===== config.mk =====
export PLATFORM = sky130hd
export DESIGN_NAME = coherence_controller
export DESIGN_NICKNAME = d
export VERILOG_FILES = /design/src/rtl/cpu_types_pkg.sv /design/src/rtl/rr_arbiter.sv /design/src/rtl/coherence_controller.sv
export SDC_FILE = /design/constraint.sdc
export NUM_CORES = 1
export LEC_CHECK = 0
export ABC_AREA = 1
export CORE_AREA = 2 2 193 195
export DETAILED_ROUTE_END_ITERATION = 6
export DIE_AREA = 0 0 195 197
export SLEW_MARGIN = 20
export SYNTH_ARGS = -nofsm -noshare
export SYNTH_HDL_FRONTEND = slang
export SYNTH_SLANG_ARGS = --single-unit

===== constraint.sdc =====
create_clock -name CLK -period 3.2 [get_ports CLK]
set_input_delay 0.64 -clock CLK [delete_from_list [all_inputs] [get_ports CLK]]
set_output_delay 0.64 -clock CLK [all_outputs]
set_load 0.01 [all_outputs]

===== src/rtl/cpu_types_pkg.sv =====
`default_nettype none
// ============================================================================
// Module   : cpu_types_pkg
// Brief    : Shared word type, coherence bus states and block helpers.
// Revision : 1.0
// ============================================================================
package cpu_types_pkg;

  typedef logic [31:0] word_t;

  localparam int CC_BLKOFF_W = 3;

  typedef enum logic [3:0] {
    IDLE,
    WB1,
    WB2,
    SNOOP,
    RD1,
    RD2,
    C2C1,
    C2C2,
    INVAL,
    IFETCH
  } ccstate_t;

  // Word address within a two-word block: sel=0 first word, sel=1 second word.
  function automatic word_t blk_word(input word_t addr, input logic sel);
    return {addr[31:CC_BLKOFF_W], sel, 2'b00};
  endfunction

endpackage
`default_nettype wire


===== src/rtl/rr_arbiter.sv =====
`default_nettype none
// ============================================================================
// Module   : rr_arbiter
// Brief    : Combinational round-robin pick; search starts after last_grant.
// Revision : 1.0
// ============================================================================
module rr_arbiter #(
  parameter  int CPUS  = 2,
  localparam int IDX_W = (CPUS > 1) ? $clog2(CPUS) : 1
) (
  input  logic [CPUS-1:0]  req,
  input  logic [IDX_W-1:0] last_grant,
  output logic [IDX_W-1:0] grant,
  output logic             valid
);

  int w_idx;

  // Walk from farthest to nearest so the core right after last_grant wins.
  always_comb begin
    grant = '0;
    valid = 1'b0;
    w_idx = 0;
    for (int k = CPUS; k >= 1; k--) begin
      w_idx = (int'(last_grant) + k) % CPUS;
      if (req[w_idx[IDX_W-1:0]]) begin
        grant = w_idx[IDX_W-1:0];
        valid = 1'b1;
      end
    end
  end

endmodule
`default_nettype wire


===== src/rtl/coherence_controller.sv =====
`default_nettype none
// ============================================================================
// Module   : coherence_controller
// Brief    : Shared RAM bus arbiter plus MSI snoop / cache-to-cache sequencer.
//            Optional BUS_STATS_EN adds snoop_hits and c2c_dirty counters.
// Revision : 1.0
// ============================================================================
module coherence_controller
  import cpu_types_pkg::*;
#(
  parameter int CPUS   = 2,
  parameter int WORD_W = 32
) (
  input  logic                   CLK,
  input  logic                   nRST,
  input  logic [CPUS-1:0]        iREN,
  input  logic [CPUS*WORD_W-1:0] iaddr,
  output logic [CPUS-1:0]        iwait,
  output logic [CPUS*WORD_W-1:0] iload,
  input  logic [CPUS-1:0]        dREN,
  input  logic [CPUS-1:0]        dWEN,
  input  logic [CPUS*WORD_W-1:0] daddr,
  input  logic [CPUS*WORD_W-1:0] dstore,
  output logic [CPUS-1:0]        dwait,
  output logic [CPUS*WORD_W-1:0] dload,
  input  logic [CPUS-1:0]        cctrans,
  input  logic [CPUS-1:0]        ccwrite,
  output logic [CPUS-1:0]        ccwait,
  output logic [CPUS-1:0]        ccinv,
  output logic [CPUS*WORD_W-1:0] ccsnoopaddr,
  output logic                   ramREN,
  output logic                   ramWEN,
  output logic [WORD_W-1:0]      ramaddr,
  output logic [WORD_W-1:0]      ramstore,
  input  logic [WORD_W-1:0]      ramload,
  input  logic                   ramwait
`ifdef BUS_STATS_EN
  ,
  output logic [31:0]            snoop_hits,
  output logic [31:0]            c2c_dirty
`endif
);

  localparam int IDX_W   = (CPUS > 1) ? $clog2(CPUS) : 1;
  localparam int C_NCLS  = 4;

  ccstate_t          r_state;
  logic [IDX_W-1:0]  r_owner;
  logic [IDX_W-1:0]  r_last_grant;
  logic              r_dirty;
  logic              r_c2c_wait;

  logic [IDX_W-1:0]  w_other;
  logic [CPUS-1:0]   w_req   [C_NCLS];
  logic [IDX_W-1:0]  w_grant [C_NCLS];
  logic [C_NCLS-1:0] w_valid;
  logic [WORD_W-1:0] w_own_daddr;
  logic [WORD_W-1:0] w_own_dstore;
  logic [WORD_W-1:0] w_own_iaddr;
  logic [WORD_W-1:0] w_oth_dstore;
  logic [WORD_W-1:0] w_blk_addr;
  logic              w_c2c_done;
  int                w_own_lsb;
  int                w_oth_lsb;

  assign w_other      = ~r_owner;
  assign w_own_lsb    = int'(r_owner) * WORD_W;
  assign w_oth_lsb    = int'(w_other) * WORD_W;
  assign w_own_daddr  = daddr[w_own_lsb +: WORD_W];
  assign w_own_dstore = dstore[w_own_lsb +: WORD_W];
  assign w_own_iaddr  = iaddr[w_own_lsb +: WORD_W];
  assign w_oth_dstore = dstore[w_oth_lsb +: WORD_W];
  assign w_blk_addr   = blk_word(w_own_daddr, r_state == C2C2);
  // A clean transfer has no RAM handshake; it spends one wait cycle instead.
  assign w_c2c_done   = r_dirty ? ~ramwait : r_c2c_wait;

  // Request classes in priority order: writeback, coherent read, upgrade, ifetch.
  assign w_req[0] = dWEN;
  assign w_req[1] = cctrans & dREN;
  assign w_req[2] = cctrans & ccwrite & ~dREN & ~dWEN;
  assign w_req[3] = iREN;

  generate
    for (genvar g = 0; g < C_NCLS; g++) begin : g_arb
      rr_arbiter #(.CPUS(CPUS)) u_arb (
        .req        (w_req[g]),
        .last_grant (r_last_grant),
        .grant      (w_grant[g]),
        .valid      (w_valid[g])
      );
    end
  endgenerate

  always_ff @(posedge CLK or negedge nRST) begin
    if (!nRST) begin
      r_state      <= IDLE;
      r_owner      <= '0;
      r_last_grant <= '0;
      r_dirty      <= 1'b0;
      r_c2c_wait   <= 1'b0;
    end else begin
      case (r_state)
        IDLE: begin
          if (w_valid[0]) begin
            r_owner      <= w_grant[0];
            r_last_grant <= w_grant[0];
            r_state      <= WB1;
          end else if (w_valid[1]) begin
            r_owner      <= w_grant[1];
            r_last_grant <= w_grant[1];
            r_state      <= SNOOP;
          end else if (w_valid[2]) begin
            r_owner      <= w_grant[2];
            r_last_grant <= w_grant[2];
            r_state      <= INVAL;
          end else if (w_valid[3]) begin
            r_owner      <= w_grant[3];
            r_last_grant <= w_grant[3];
            r_state      <= IFETCH;
          end
        end
        WB1:    if (!ramwait) r_state <= WB2;
        WB2:    if (!ramwait) r_state <= IDLE;
        SNOOP: begin
          r_dirty    <= ccwrite[w_other];
          r_c2c_wait <= 1'b0;
          r_state    <= cctrans[w_other] ? C2C1 : RD1;
        end
        RD1:    if (!ramwait) r_state <= RD2;
        RD2:    if (!ramwait) r_state <= IDLE;
        C2C1, C2C2: begin
          if (w_c2c_done) begin
            r_c2c_wait <= 1'b0;
            r_state    <= (r_state == C2C1) ? C2C2 : IDLE;
          end else begin
            r_c2c_wait <= 1'b1;
          end
        end
        INVAL:  r_state <= IDLE;
        IFETCH: if (!ramwait) r_state <= IDLE;
        default: r_state <= IDLE;
      endcase
    end
  end

  always_comb begin
    iwait       = '1;
    iload       = '0;
    dwait       = '1;
    dload       = '0;
    ccwait      = '0;
    ccinv       = '0;
    ccsnoopaddr = '0;
    ramREN      = 1'b0;
    ramWEN      = 1'b0;
    ramaddr     = '0;
    ramstore    = '0;
    case (r_state)
      WB1, WB2: begin
        ramWEN   = 1'b1;
        ramaddr  = w_own_daddr;
        ramstore = w_own_dstore;
        if (!ramwait) dwait[r_owner] = 1'b0;
      end
      SNOOP: begin
        ccwait[w_other]                     = 1'b1;
        ccsnoopaddr[w_oth_lsb +: WORD_W]    = w_own_daddr;
      end
      RD1, RD2: begin
        ramREN                        = 1'b1;
        ramaddr                       = w_own_daddr;
        dload[w_own_lsb +: WORD_W]    = ramload;
        if (!ramwait) dwait[r_owner] = 1'b0;
        if (r_state == RD2 && ccwrite[r_owner]) begin
          ccinv[w_other]  = 1'b1;
          ccwait[w_other] = 1'b1;
        end
      end
      C2C1, C2C2: begin
        ccwait[w_other]                  = 1'b1;
        dload[w_own_lsb +: WORD_W]       = w_oth_dstore;
        ccsnoopaddr[w_oth_lsb +: WORD_W] = w_blk_addr;
        ramaddr                          = w_blk_addr;
        if (r_dirty) begin
          ramWEN   = 1'b1;
          ramstore = w_oth_dstore;
        end
        // Snoopee also sees dwait low so its writeback-to-cache states advance.
        if (w_c2c_done) begin
          dwait[r_owner] = 1'b0;
          dwait[w_other] = 1'b0;
          if (r_state == C2C2) ccinv[w_other] = ccwrite[r_owner];
        end
      end
      INVAL: begin
        ccwait[w_other]                  = 1'b1;
        ccinv[w_other]                   = 1'b1;
        ccsnoopaddr[w_oth_lsb +: WORD_W] = w_own_daddr;
        dwait[r_owner]                   = 1'b0;
      end
      IFETCH: begin
        ramREN                     = 1'b1;
        ramaddr                    = w_own_iaddr;
        iload[w_own_lsb +: WORD_W] = ramload;
        if (!ramwait) iwait[r_owner] = 1'b0;
      end
      default: ;
    endcase
  end

`ifdef BUS_STATS_EN
  always_ff @(posedge CLK or negedge nRST) begin
    if (!nRST) begin
      snoop_hits <= '0;
      c2c_dirty  <= '0;
    end else if (r_state == SNOOP) begin
      if (cctrans[w_other] && snoop_hits != '1) snoop_hits <= snoop_hits + 32'd1;
      if (ccwrite[w_other] && c2c_dirty != '1)  c2c_dirty  <= c2c_dirty + 32'd1;
    end
  end
`endif

endmodule
`default_nettype wire


# [Yosys cells after proc, flatten, opt, wreduce, memory -nomap -nowiden]
# Cells that the tools add are included.
[op_classes] add_sub_neg=4 magnitude_cmp=6 n_eq_ne=14 n_shift=10 n_mux=78 bitwise=16 n_reduce_logical=16
[op_table] op="$and 64x64->64" count=4
[op_table] op="$pmux 64 s2" count=2
[op_table] op="$shiftx 32x33->64" count=4
[op_table] op="$shiftx 64x7->32" count=4
[op_table] op="$shift 32x33->64 const A" count=2
[op_table] op="$pmux 32 s3" count=1
[op_table] op="$neg 6->33" count=2
[op_table] op="$mux 64" count=1
[op_table] op="$pmux 32 s2" count=1
[op_table] op="$mux 1" count=48
[op_table] op="$mux 32" count=1
[op_table] op="$mux 4" count=8
[op_table] op="$pmux 4 s6" count=1
[op_table] op="$eq 4x3->1 const B" count=4
[op_table] op="$mux 2" count=7
[op_table] op="$and 2x2->2" count=6
[op_table] op="$pmux 2 s3" count=2
[op_table] op="$eq 4x2->1 const B" count=2
[op_table] op="$eq 4x4->1 const B" count=2
[op_table] op="$lt 1x2->1 const B" count=4
[op_table] op="$ne 2x2->1 const B" count=4
[op_table] op="$not 2->2" count=4
[op_table] op="$reduce_or 2->1" count=4
[op_table] op="$reduce_or 4->1" count=2
[op_table] op="16 further kinds" count=24
[totals] ff_bits=7 input_bits=237 output_inout_bits=266 wordCells=148

# [Logic depth before layout (Yosys ltp)]
# Gate-level depths: netlist of run 1.
[logic_depth] ltp_word=11 mapped_depth=12 mapped_depth_nobuf=11

# [By module]
# A second synthesis of run 1 with hierarchy kept.
[hier_totals] hier_cells=844 hier_area_um2=4636.9
[by_module_without_submodules] module="coherence_controller" n_inst=1 cells_each=832 area_each_um2=4576.9 seq_area_each_um2=175.2
[by_module_without_submodules] module="rr_arbiter" n_inst=4 cells_each=3 area_each_um2=15.0 seq_area_each_um2=0.0

# [Worst setup path after synthesis of run 1]
# OpenSTA, ideal clock, no wires.
[synth_path] path_kind="reg-to-output" from="register r_state[3]" to="output dload[14]" arrival_ns=1.431 required_time_ns=2.560 path_slack_ns=1.129 path_stages_with_launch=8 n_path_buf=2 path_cell_list="dfrtp_1 -> inv_1 -> nand2_1 -> nor2_1 -> inv_1 -> buf_2 -> buf_2 -> o32ai_1"
[synth_via] elab_chain_len=3 elab_cells_between_ends=7 classes_between="eq/ne: 4; mux: 1; reduce/logical: 2"
[synth_rtl] item="start: declaration" line_no="coherence_controller.sv:47" source="ccstate_t r_state;"
[synth_rtl] item="start signal: assignment" line_no="coherence_controller.sv:127" source="r_state <= cctrans[w_other] ? C2C1 : RD1;"
[synth_rtl] item="start signal: assignment" line_no="coherence_controller.sv:134" source="r_state <= (r_state == C2C1) ? C2C2 : IDLE;"
[synth_rtl] item="$eq 4x3->1" line_no="coherence_controller.sv:158" source="case (r_state)"
[synth_rtl] item="$reduce_or 2->1" line_no="coherence_controller.sv:158"
[synth_rtl] item="$pmux 64 s2 (*)" line_no="coherence_controller.sv:158"
[synth_rtl] item="end: declaration" line_no="coherence_controller.sv:25" source="output logic [CPUS*WORD_W-1:0] dload,"
# Mark *: on every way between the ends. The rest lies on a longest branch, timed or not.

==> run metrics, run 1 <==
Final Cell Area between 10000 and 15000 um^2; GP Congestion approximately 0.92; ant diodes 0; gr ovfl total 0; Pre-antenna DRT Iters 5; Reg clk slew, reported paths roughly 30 ps; largest net degree at the start of global routing 107; crit-path leading delay family buffers and inverters; number of synthesized flops with an enable pin 0; core area 36300 um^2; cells along the critical path buf_16 -> nand2_1 -> inv_2 -> a21oi_1 -> o32ai_1 -> buf_4 -> clkdlybuf4s50_1; Rows 70; RSZ-0062 raised after global routing true; post-layout worst setup margin around 120 ps; kind of end point of the critical path output port; post-placement cell area between 10000 and 15000 um^2; sequential share of the synthesized area 0.0370; first-pass GRT wire length 48.5 mm; clk buf depth 2; Critical Path AT between 2000 and 2500 ps; most common cell in the netlist nand2_1; met3 Track Usage GR 0.0224; CTS Root Cell clkbuf_16; GRT Total Usage 0.162; Reg2Reg Launch Point r_last_grant$_DFFE_PN0P_; top cells by count, synth nand2_1, nor2_1, o32ai_1; hold crit path type flop to flop; CTS tree done; Die Width slightly below 200 um; GRT busiest layer met2; CP startpoint kind flop; Reg2Reg Depth 10; Synth Flop Type dfrtp_1; reg2reg end r_state[1]$_DFFE_PN0P_; final setup violation count 0; Syn. warnings 0; Die H between 150 and 200 um; min cycle time layout 3080 ps; delay of the slowest critical-path stage 540 ps; NumNets Final about 1600; slowest CP cell clkdlybuf4s50_1; IO Port Bufs 502; Area Growth Syn to Fin 120%; DR vias 8126; ys async rst share 1.00; final WL about 34 mm; Worst Skew about 0.76 ps; Clk Latency, worst-skew pair about 230 ps; peak supply drop 0.326 mV; maximum fanout along the worst path approximately 110; Critical Path Stages 7; status finished clean; Syn Inst Count approximately 900; Slew headroom 0.591; R2R setup slack 1090 ps; routed wirelength normalized by instance count 18.4 um; DR iter-0 viols approximately 480; antenna viol nets, final 0; post-DP HPWL 27.2 mm; number of I/O pins between 500 and 600; leak pwr 0.00450 uW; Syn Std Cell Area between 4000 and 5000 um^2; Finished Core Util 0.288; register bit total from synthesis 7; post-synth top area cell o32ai_1; crit path buf inv count 4; Yosys cell types 31; Final Cycle Share 0.962; met2 Usage GRT 0.303; drt via density 4.46; Post-CTS Setup Bufs 0; Critical path origin r_last_grant$_DFFE_PN0P_; clk sinks 7; Pwr per Cell Area around 620 nW/um^2; H-tree levels 1; Tightest Pin Transition about 610 ps; critical path class flop to output port; worst setup path endpoint ramaddr[7]; Syn Area/Cell roughly 5.3 um^2; Pins Over Slew Limit 0; FMAX 325 MHz; net count after synthesis 1134; share of cells above drive strength 1 0.0621; antenna violations before repair 0; cell count after placement ~1800; met1 Use GR 0.199; Initial Utilization 0.131; CTS-repair resized insts 1; Final Hold Viols 0; Finished Layout Cells between 1500 and 2000; Max Cap Viol 0; worst endpoint required time between 2000 and 3000 ps; Synth top area share 0.209; die area slightly below 40000 um^2; total CTS buffers 3; pre-CTS setup slack approximately 180 ps; Synth area leaders o32ai_1, nand2_1, nor2_1, inv_1, nor3_1; Post-CTS Hold Fix Bufs 0; number of global-route vias before repair between 7000 and 8000; DRC violations left 0
sequential cells by signal (all words and copies together), names as in the netlist:
signal / count
r_c2c_wait: 1
r_last_grant: 1
r_state: 4
r_dirty: 1
layer usage:
metal  vias up  part of all wire
met5         -                 0
met4         0             0.014
met3        24             0.066
met2       399              0.51
met1      3746              0.41
li1       3957                 -
where the power goes:
group	switching (uW)	leakage, uW	total [uW]	internal (uW)
logic	3340	0.00438	6080	2730
clock network	41.9	0.0000382	207	165
registers	62.4	0.0000858	193	130
total	3450	0.00450	6480	3030
placed cells by master, fill, tap and decap left out, types with 2 or more instances in the layout:
cell             Yosys  layout
nand2_1            200     199
o31ai_1              8       8
nor3_1              66      66
inv_4                2       4
o22ai_1              4       4
clkdlybuf4s50_1      0     493
nand4_1              5       5
a31oi_1              2       2
dlymetal6s2s_1       0       7
o32ai_1            113     113
and2_1              24      24
nand3_1             32      32
dfrtp_1              7       5
clkbuf_16            0       3
o21ai_0             12      12
a21oi_1             10      10
inv_2               16      14
buf_4                4      21
a21boi_0             8       8
nor2_1             148     147
nand3_2              2       2
inv_1              112     110
mux2i_1             21      21
buf_12               1      11
nand2_2             12      12
nor2_2               5       6
nand2_4              3       4
final cells by class:
type,instances,area (um^2)
Inverter,130,504
Clock buffer,4,78.8
Tap cell,468,586
Multi-Input combinational cell,678,3660
Timing Repair Buffer,533,5430
Sequential cell,7,180
Fill cell,3973,25800
worst reg2reg max path: cells and delay by family (launching register included):
kind | cells | cell delay (ps)
buffers and inverters | 2 | 610
flip-flops | 1 | 520
AND/OR/NAND/NOR | 8 | 910
stage by stage:
step | hold WS [ps] | setup TNS, ps | power (uW)
after global routing | 573 | -61.6 | 6960
after detailed placement | 520 | 0 | 6290
after CTS | 527 | 0 | 6540
final | 525 | 0 | 6480
after global placement | 516 | 0 | 6290
after floorplan | 344 | 0 | 3200
worst min path at each step:
stage	startpoint	endpoint	slack (ps)	depth (start not counted)
6_report	r_state[3]$_DFFE_PN0P_	r_state[3]$_DFFE_PN0P_	530	2
5_1_grt	r_c2c_wait$_DFFE_PN0P_	r_c2c_wait$_DFFE_PN0P_	570	2
4_1_cts	r_state[3]$_DFFE_PN0P_	r_state[3]$_DFFE_PN0P_	530	2
3_5_place_dp	r_state[3]$_DFFE_PN0P_	r_state[3]$_DFFE_PN0P_	520	2
3_3_place_gp	r_state[3]$_DFFE_PN0P_	r_state[3]$_DFFE_PN0P_	520	2
2_1_floorplan	nRST	r_c2c_wait$_DFFE_PN0P_	340	0
logic make-up (layout without fill, tap and decap cells):
logic type | count (synthesis) | count (layout) | synth area share
buf+inv | 212 | 667 | 0.191
mux | 21 | 21 | 0.0444
flops | 7 | 7 | 0.0370
compound gates | 158 | 158 | 0.267
simple gates | 499 | 499 | 0.460
Power figures use the tool's default switching activity.
==> inputs of run 2 (changes only) <==
Settings changed: SKIP_CTS_REPAIR_TIMING set to 1.
==> run metrics, run 2 (synthesis gave the netlist of run 1 again) <==
Min Hold Slack 525 ps (-0.100 ps); ant diodes 0 (unchanged); clk sinks 7 (unchanged); Layout fillers 3969 (-0.10%); Pwr per Cell Area 626 nW/um^2 (+0.90%); Tightest Pin Transition 573 ps (-39.6 ps); Die Width 195 um (unchanged); Die H 197 um (unchanged); Switching Share 0.532 (about the same); Int Pwr 3060 uW (+1.1%); clk buf depth 2 (unchanged); status finished clean; Finished Core Util 0.289 (+0.000587); largest register by flop count r_state; GRT Total Usage 0.162 (about the same); commonest non-fill, non-tap cell in the layout clkdlybuf4s50_1; Pins Over Slew Limit 0 (unchanged); DRC violations left 0 (unchanged); leak pwr 0.00444 uW (-1.3%); Max Cap Viol 0 (unchanged); post-DP HPWL 27.2 mm (unchanged); antenna violations before repair 0 (unchanged); drt via density 4.50 (+0.71%); Clk Latency, worst-skew pair 230 ps (about the same); min cycle time layout 3080 ps (+6.08 ps); crit-path leading delay family buffers and inverters; IO Port Bufs 502 (unchanged); Comb pwr share 0.938 (about the same); first-pass GRT wire length 48.5 mm (about the same); critical path class flop to output port; max reg flops 4 (unchanged); Area Growth Syn to Fin 121%; Rows 70 (unchanged); Reg clk slew, reported paths 30 ps (about the same); CP startpoint kind flop; DR iter-0 viols 498 (+3.5%); share of cells above drive strength 1 0.0628 (+0.000693); CTS Root Cell clkbuf_16; Flop pwr share 0.031 (about the same); P_sw 3480 uW (+1.1%); H-tree levels 1 (unchanged); delay of the slowest critical-path stage 610 ps (+70 ps); hold crit path type flop to flop; kind of end point of the critical path output port; Final Hold Viols 0 (unchanged); number of I/O pins 503 (unchanged); commonest non-fill, non-tap cells in the layout clkdlybuf4s50_1, nand2_1, nor2_1; die area 38400 um^2 (unchanged); crit path buf inv count 3 (-1); routed wirelength normalized by instance count 18.7 um (+1.3%); RSZ-0062 raised after global routing false; worst endpoint required time 2560 ps (about the same); Worst Skew 0.316 ps (-0.444 ps); FMAX 324 MHz (-0.20%); CTS tree done; GP Congestion 0.921 (unchanged); slowest CP cell clkdlybuf4s50_1; cells along the critical path inv_6 -> buf_4 -> nor2_1 -> o32ai_1 -> clkdlybuf4s50_1; gr ovfl total 0 (unchanged); clock share of power 0.032 (about the same); core area 36300 um^2 (unchanged); number of global-route vias before repair 7908 (unchanged); peak supply drop 0.331 mV (+1.5%); antenna viol nets, final 0 (unchanged); Initial Utilization 0.131 (unchanged); maximum fanout along the worst path 36 (-66%); largest net degree at the start of global routing 107 (unchanged); Critical Path AT 2440 ps (about the same); Slew headroom 0.614 (+0.0223); NumNets Final 1591 (+0.063%); final setup violation count 0 (unchanged); Pre-antenna DRT Iters 5 (unchanged); total CTS buffers 3 (unchanged); final WL 34.0 mm (+1.4%); DR vias 8188 (+0.76%); Final Cycle Share 0.964 (+0.00190)
==> run 2: cell count changes in the layout (fill, tap and decap cells not counted) <==
cell             previous run  this run
nor2_1                    147       146
inv_4                       4         3
dlymetal6s2s_1              7         2
clkinv_2                    1         2
inv_1                     110       111
buf_4                      21        20
buf_8                       0         1
clkdlybuf4s50_1           493       498
nor2_2                      6         7
clkbuf_16                   3         4
inv_2                      14        13
==> run 2: worst paths after layout <==
path | slack (ps) | cells after the start | endpoint | from
min reg2reg | 520 | 2 | r_state[3]$_DFFE_PN0P_ | r_state[3]$_DFFE_PN0P_
max | 120 | 5 | ramaddr[20] | r_last_grant$_DFFE_PN0P_
max in group asynchronous | 2270 | 1 | r_last_grant$_DFFE_PN0P_ | nRST
min | 520 | 2 | r_state[3]$_DFFE_PN0P_ | r_state[3]$_DFFE_PN0P_
min in group asynchronous | 670 | 1 | r_last_grant$_DFFE_PN0P_ | nRST
max reg2reg | 1060 | 11 | r_state[3]$_DFFE_PN0P_ | r_last_grant$_DFFE_PN0P_
==> run 2: per-stage QoR <==
step / TNS [ps] / std cells / power (uW) / worst slack, ps / cell area (um^2)
6_report: 0 / 1821 / 6550 / 115 / 10500
5_1_grt: 0 / 1821 / 7040 / 3.71 / 10500
4_1_cts: -1.09 / 1820 / 6530 / -1.09 / 10400
3_5_place_dp: 0 / 1816 / 6290 / 177 / 10300
3_3_place_gp: 0 / 1816 / 6290 / 135 / 10300
2_1_floorplan: 0 / 897 / 3200 / 1130 / 4740
==> run 2: layer usage <==
metal	routed length [um]	global-route usage
met4	505	0.0271
met2	17300	0.303
met3	2060	0.0224
met1	14200	0.199
met5	0	0
==> run 2: final cells by class <==
type,instances,area (um^2),share of cell area
Timing Repair Buffer,534,5450,0.521
Multi-Input combinational cell,678,3670,0.351
Tap cell,468,586,0.0560
Inverter,130,503,0.0481
Sequential cell,7,180,0.0172
Clock buffer,4,78.8,0.00753
==> run 2: tightest hold or removal path: cells and delay by family (launching register included) <==
family | cells | cell delay [ps]
flops | 1 | 360
simple gates | 2 | 120
==> run 2: power groups by stage <==
stage / Combinational [uW] / Sequential (uW) / Clock [uW]
3_3_place_gp: 6100 / 189 / 0
4_1_cts: 6130 / 188 / 211
5_1_grt: 6610 / 211 / 218
2_1_floorplan: 3050 / 149 / 0
3_5_place_dp: 6100 / 190 / 0
6_report: 6140 / 200 / 206
